File: src/rtl/simplez_core_p.sv
// rtl/simplez_core_p.sv - SIMPLEZ CPU core with ready-handshake memory bus and resume-from-HALT
module simplez_core_p #(
    parameter int DATAW  = 12,
    parameter int ADDRW  = 9,
    parameter int RST_PC = 0
) (
    input  logic             clk,
    input  logic             rstn,
    output logic [ADDRW-1:0] mem_addr,
    output logic             mem_rd,
    output logic             mem_wr,
    output logic [DATAW-1:0] mem_wdata,
    input  logic [DATAW-1:0] mem_rdata,
    input  logic             mem_ready,
    input  logic             resume,
    output logic             stop,
    output logic [ADDRW-1:0] pc_o,
    output logic [DATAW-1:0] ac_o
);

    typedef enum logic [1:0] {
        S_FETCH  = 2'd0,
        S_DECODE = 2'd1,
        S_EXEC   = 2'd2,
        S_HALTED = 2'd3
    } state_t;

    localparam logic [2:0] OP_ST   = 3'd0;
    localparam logic [2:0] OP_LD   = 3'd1;
    localparam logic [2:0] OP_ADD  = 3'd2;
    localparam logic [2:0] OP_BR   = 3'd3;
    localparam logic [2:0] OP_BZ   = 3'd4;
    localparam logic [2:0] OP_CLR  = 3'd5;
    localparam logic [2:0] OP_DEC  = 3'd6;
    localparam logic [2:0] OP_HALT = 3'd7;

    state_t           state_q, state_d;
    logic [ADDRW-1:0] cp_q, cp_d;
    logic [DATAW-1:0] ac_q, ac_d;
    // RI is held as its two meaningful fields; the bits between CD and CO are never used.
    logic [2:0]       co_q, co_d;
    logic [ADDRW-1:0] cd_q, cd_d;

    always_ff @(posedge clk or negedge rstn) begin
        if (!rstn) begin
            state_q <= S_FETCH;
            cp_q    <= ADDRW'(RST_PC);
            ac_q    <= '0;
            co_q    <= '0;
            cd_q    <= '0;
        end else begin
            state_q <= state_d;
            cp_q    <= cp_d;
            ac_q    <= ac_d;
            co_q    <= co_d;
            cd_q    <= cd_d;
        end
    end

    always_comb begin
        state_d = state_q;
        cp_d    = cp_q;
        ac_d    = ac_q;
        co_d    = co_q;
        cd_d    = cd_q;
        case (state_q)
            S_FETCH: begin
                if (mem_ready) begin
                    co_d    = mem_rdata[DATAW-1 -: 3];
                    cd_d    = mem_rdata[ADDRW-1:0];
                    cp_d    = cp_q + 1'b1;
                    state_d = S_DECODE;
                end
            end
            S_DECODE: begin
                state_d = S_FETCH;
                case (co_q)
                    OP_BR:   cp_d = cd_q;
                    OP_BZ:   if (ac_q == '0) cp_d = cd_q;
                    OP_CLR:  ac_d = '0;
                    OP_DEC:  ac_d = ac_q - 1'b1;
                    OP_HALT: state_d = S_HALTED;
                    default: state_d = S_EXEC;
                endcase
            end
            S_EXEC: begin
                if (mem_ready) begin
                    if (co_q == OP_LD)  ac_d = mem_rdata;
                    if (co_q == OP_ADD) ac_d = ac_q + mem_rdata;
                    state_d = S_FETCH;
                end
            end
            S_HALTED: begin
                if (resume) state_d = S_FETCH;
            end
            default: state_d = S_FETCH;
        endcase
    end

    // Reset parks the FSM in FETCH, so requests are also qualified by rstn to stay quiet in reset.
    always_comb begin
        mem_rd   = 1'b0;
        mem_wr   = 1'b0;
        stop     = 1'b0;
        mem_addr = cp_q;
        case (state_q)
            S_FETCH:  mem_rd = rstn;
            S_EXEC: begin
                mem_addr = cd_q;
                mem_wr   = rstn && (co_q == OP_ST);
                mem_rd   = rstn && (co_q == OP_LD || co_q == OP_ADD);
            end
            S_HALTED: stop = 1'b1;
            default: ;
        endcase
    end

    assign mem_wdata = ac_q;
    assign pc_o      = cp_q;
    assign ac_o      = ac_q;

endmodule

File: config.mk
export PLATFORM = sky130hd
export DESIGN_NAME = simplez_core_p
export DESIGN_NICKNAME = d
export VERILOG_FILES = /design/src/rtl/simplez_core_p.sv
export SDC_FILE = /design/constraint.sdc
export NUM_CORES = 1
export LEC_CHECK = 0
export BUFFER_PORTS_ARGS = -buffer_cell sky130_fd_sc_hd__buf_4
export CELL_PAD_IN_SITES_DETAIL_PLACEMENT = 0
export CELL_PAD_IN_SITES_GLOBAL_PLACEMENT = 1
export CORE_UTILIZATION = 35
export DETAILED_ROUTE_END_ITERATION = 8
export PLACE_DENSITY = 0.66
export SYNTH_ARGS = -nofsm -noshare
export SYNTH_HDL_FRONTEND = slang
export SYNTH_SLANG_ARGS = --single-unit
File: constraint.sdc
create_clock -name clk -period 2.5 [get_ports clk]
set_input_delay 0 -clock clk [delete_from_list [all_inputs] [get_ports clk]]
set_output_delay 0 -clock clk [all_outputs]
set_load 0.01 [all_outputs]
==> results.json <==
{
  "path_class": "input pin to flop",
  "startpoint_type": "input pin",
  "path_max_fanout": 7,
  "ios": 61,
  "final_cells": 509,
  "netlist_area_mm2": 0.00289,
  "final_util_pct": 47.0,
  "max_slew.worst_pin.slew_ns": 0.635,
  "ys_seq_elements": 35,
  "p_leak_uw": 0.00164,
  "numClockSinks": 35,
  "endpoint_kind": "flop",
  "synth-edff-count": 0,
  "routed_wl_mm": 8.50,
  "worstRegToRegCells": 7,
  "synth_top_area_cell": "dfrtp_1",
  "worstReg2RegEnd": "ac_o[11]$_DFFE_PN0P_",
  "ys_types": 55,
  "async_reset_ff_share_pct": 100,
  "hold_depth": 2,
  "final_area_mm2": 0.00369,
  "multi_input_area_mm2": 0.00181,
  "grt_pass1_wl_mm": 13.6,
  "slew_headroom_pct": 57.0,
  "rows": 32,
  "min_from": "mem_rdata[8]",
  "drtIter0Drc": 150,
  "power.total_uw": 4890,
  "fin_skew_ns": 0.00744,
  "final_nets": 443,
  "grt_usage_pct": 20.3,
  "peakVddDrop_mv": 0.590,
  "coreArea_mm2": 0.00785,
  "ys_top_cells_by_area": "dfrtp_1 30%, ha_1 8.2%, mux2_2 7.4%",
  "cts_tree": "built",
  "place.gp.congestion": 0.858,
  "min_period_ns": 2.29,
  "numCtsBuffers": 5,
  "n_fill_cell": 812,
  "yosysWarnings": 0,
  "first_pass_iters": 4,
  "rsz0062_at_grt": "false",
  "vias_per_cell": 5.33,
  "overflow": 0,
  "clk_latency_ns": 0.29,
  "grt_max_degree": 38,
  "die_h_um": 92.9,
  "cp_data_arrival_time_ns": 2.47,
  "synthFlopType": "dfrtp_1",
  "most-common-layout-cells": "83 x buf_4, 35 x dfrtp_1, 30 x nor2_1, 23 x o21ai_0",
  "min-delay-path-class": "input pin to flop",
  "required_ns": 2.68,
  "ant_nets": 0,
  "grt_pass1_vias": 2579,
  "hold-path-endpoint": "cd_q[8]$_DFFE_PN0P_",
  "root_buffer": "clkbuf_8",
  "synth_top_area_share_pct": 30.3,
  "drv_cap": 0,
  "cts_buffer_depth": 2,
  "htreeDepth": 2,
  "layout_commonest_cell": "buf_4",
  "grt_antenna_before_repair": 0,
  "seq_area_um2": 876,
  "hold_violations": 0,
  "finalMaxSlewViolations": 0,
  "max_freq_mhz": 437,
  "place_inst": 490,
  "hpwlAfterDp_mm": 6.53,
  "dieArea_mm2": 0.00863,
  "setup_tns_ns": 0,
  "layout-drive-gt1-share_pct": 28.7,
  "clk_pin_slew_ns": 0.08,
  "r2r_start": "ac_o[4]$_DFFE_PN0P_",
  "vias": 2715,
  "syn_nets": 370,
  "antenna_cells": 0,
  "setup_viol": 0,
  "area_growth_pct": 27.7,
  "placed_area_mm2": 0.00346,
  "start_util_pct": 36.8,
  "routedWlPerCell_um": 16.7,
  "powerDensity_mw_per_mm2": 1330,
  "syn_area_per_cell_um2": 8.66,
  "io_buffers": 60,
  "drcViolationCount": 0,
  "r2r_slack_ns": 0.22,
  "finalCritPeriodShare_pct": 91.5,
  "die_w_um": 92.9,
  "status": "finished, final reports clean",
  "netlist_instances": 334,
  "ys_seq_area_share_pct": 30.3
}
sequential cells by signal, indices dropped and copies added (netlist names):
register	count
co_q	3
cd_q	9
ac_o	12
pc_o	9
state_q	2
cell type report:
cell class                      count  area share (%)
Clock buffer                        5            1.86
Multi-Input combinational cell    260            48.9
Tap cell                          102            3.46
Sequential cell                    35            23.7
Timing Repair Buffer               94            19.9
Inverter                           11            1.12
Clock inverter                      2            1.02
power breakdown:
group | switching, uW | total [uW] | internal, uW
sequential | 302 | 1120 | 822
combinational | 1720 | 3240 | 1520
clock | 233 | 525 | 292
per-stage QoR:
step	setup WS, ns	hold slack [ns]
finish	0.213	0.0161
global route	0.0429	0.00995
CTS	0.156	0.00108
detailed placement	0.180	0.0121
global placement	0.227	0.00910
floorplan	0.179	-0.296
worst max-delay path by stage:
stage | from | slack [ns] | end
floorplan | ac_o[4]$_DFFE_PN0P_ | 0.18 | ac_o[11]$_DFFE_PN0P_
global placement | ac_o[4]$_DFFE_PN0P_ | 0.23 | pc_o[4]$_DFFE_PN0P_
detailed placement | ac_o[7]$_DFFE_PN0P_ | 0.18 | ac_o[11]$_DFFE_PN0P_
CTS | ac_o[4]$_DFFE_PN0P_ | 0.16 | pc_o[8]$_DFFE_PN0P_
global route | ac_o[7]$_DFFE_PN0P_ | 0.04 | ac_o[11]$_DFFE_PN0P_
finish | mem_rdata[4] | 0.21 | ac_o[11]$_DFFE_PN0P_
cell usage after synthesis, drive strengths merged, types with 2 or more instances:
cell,count
dfrtp,35
nor2,30
a21oi,24
o21ai,23
nand3,22
buf,20
ha,19
mux2,19
nand2,17
nor3,12
inv,11
clkbuf,8
mux2i,8
nand3b,8
nor2b,6
nand2b,5
nand4,5
or2,5
xnor2,5
nor4,4
o211ai,4
xor2,4
a211oi,3
a22oi,3
o21a,3
o221ai,3
a21o,2
a31oi,2
and3,2
o31ai,2
or3,2
metal layers:
metal	vias up	wire length (um)	track usage (%)
li1	1353	-	-
met1	1276	4290	29.7
met2	78	3720	30.5
met3	8	398	3.37
met4	0	91	5.90
met5	-	0	0
cell families (layout without fill, tap and decap cells):
family	count (synthesis)	count (layout)	synth area share, %
buffers and inverters	39	112	7.36
flip-flops	35	35	30.3
multiplexers	27	27	10.2
XOR/XNOR	9	9	2.73
AO/OA/AOI/OAI	82	82	18.7
adder cells (fa/ha/maj)	20	20	8.91
AND/OR/NAND/NOR	122	122	21.9
critical path, stage by stage:
cell	delay (ns)
dlygate4sd3_1	0.53
buf_4	0.15
ha_1	0.38
and4_1	0.23
a21o_1	0.20
o211ai_1	0.23
a211oi_1	0.11
a311o_1	0.33
a221o_1	0.31
repair_timing:
action                                  4_1_cts  5_1_grt
resized for setup                             0        1
endpoints found under the setup margin        0        3
endpoints found under the hold margin        44        1
hold buffers                                 10        1
buffers inserted                              0        1
Note: power is estimated with default switching activity, not from simulation.
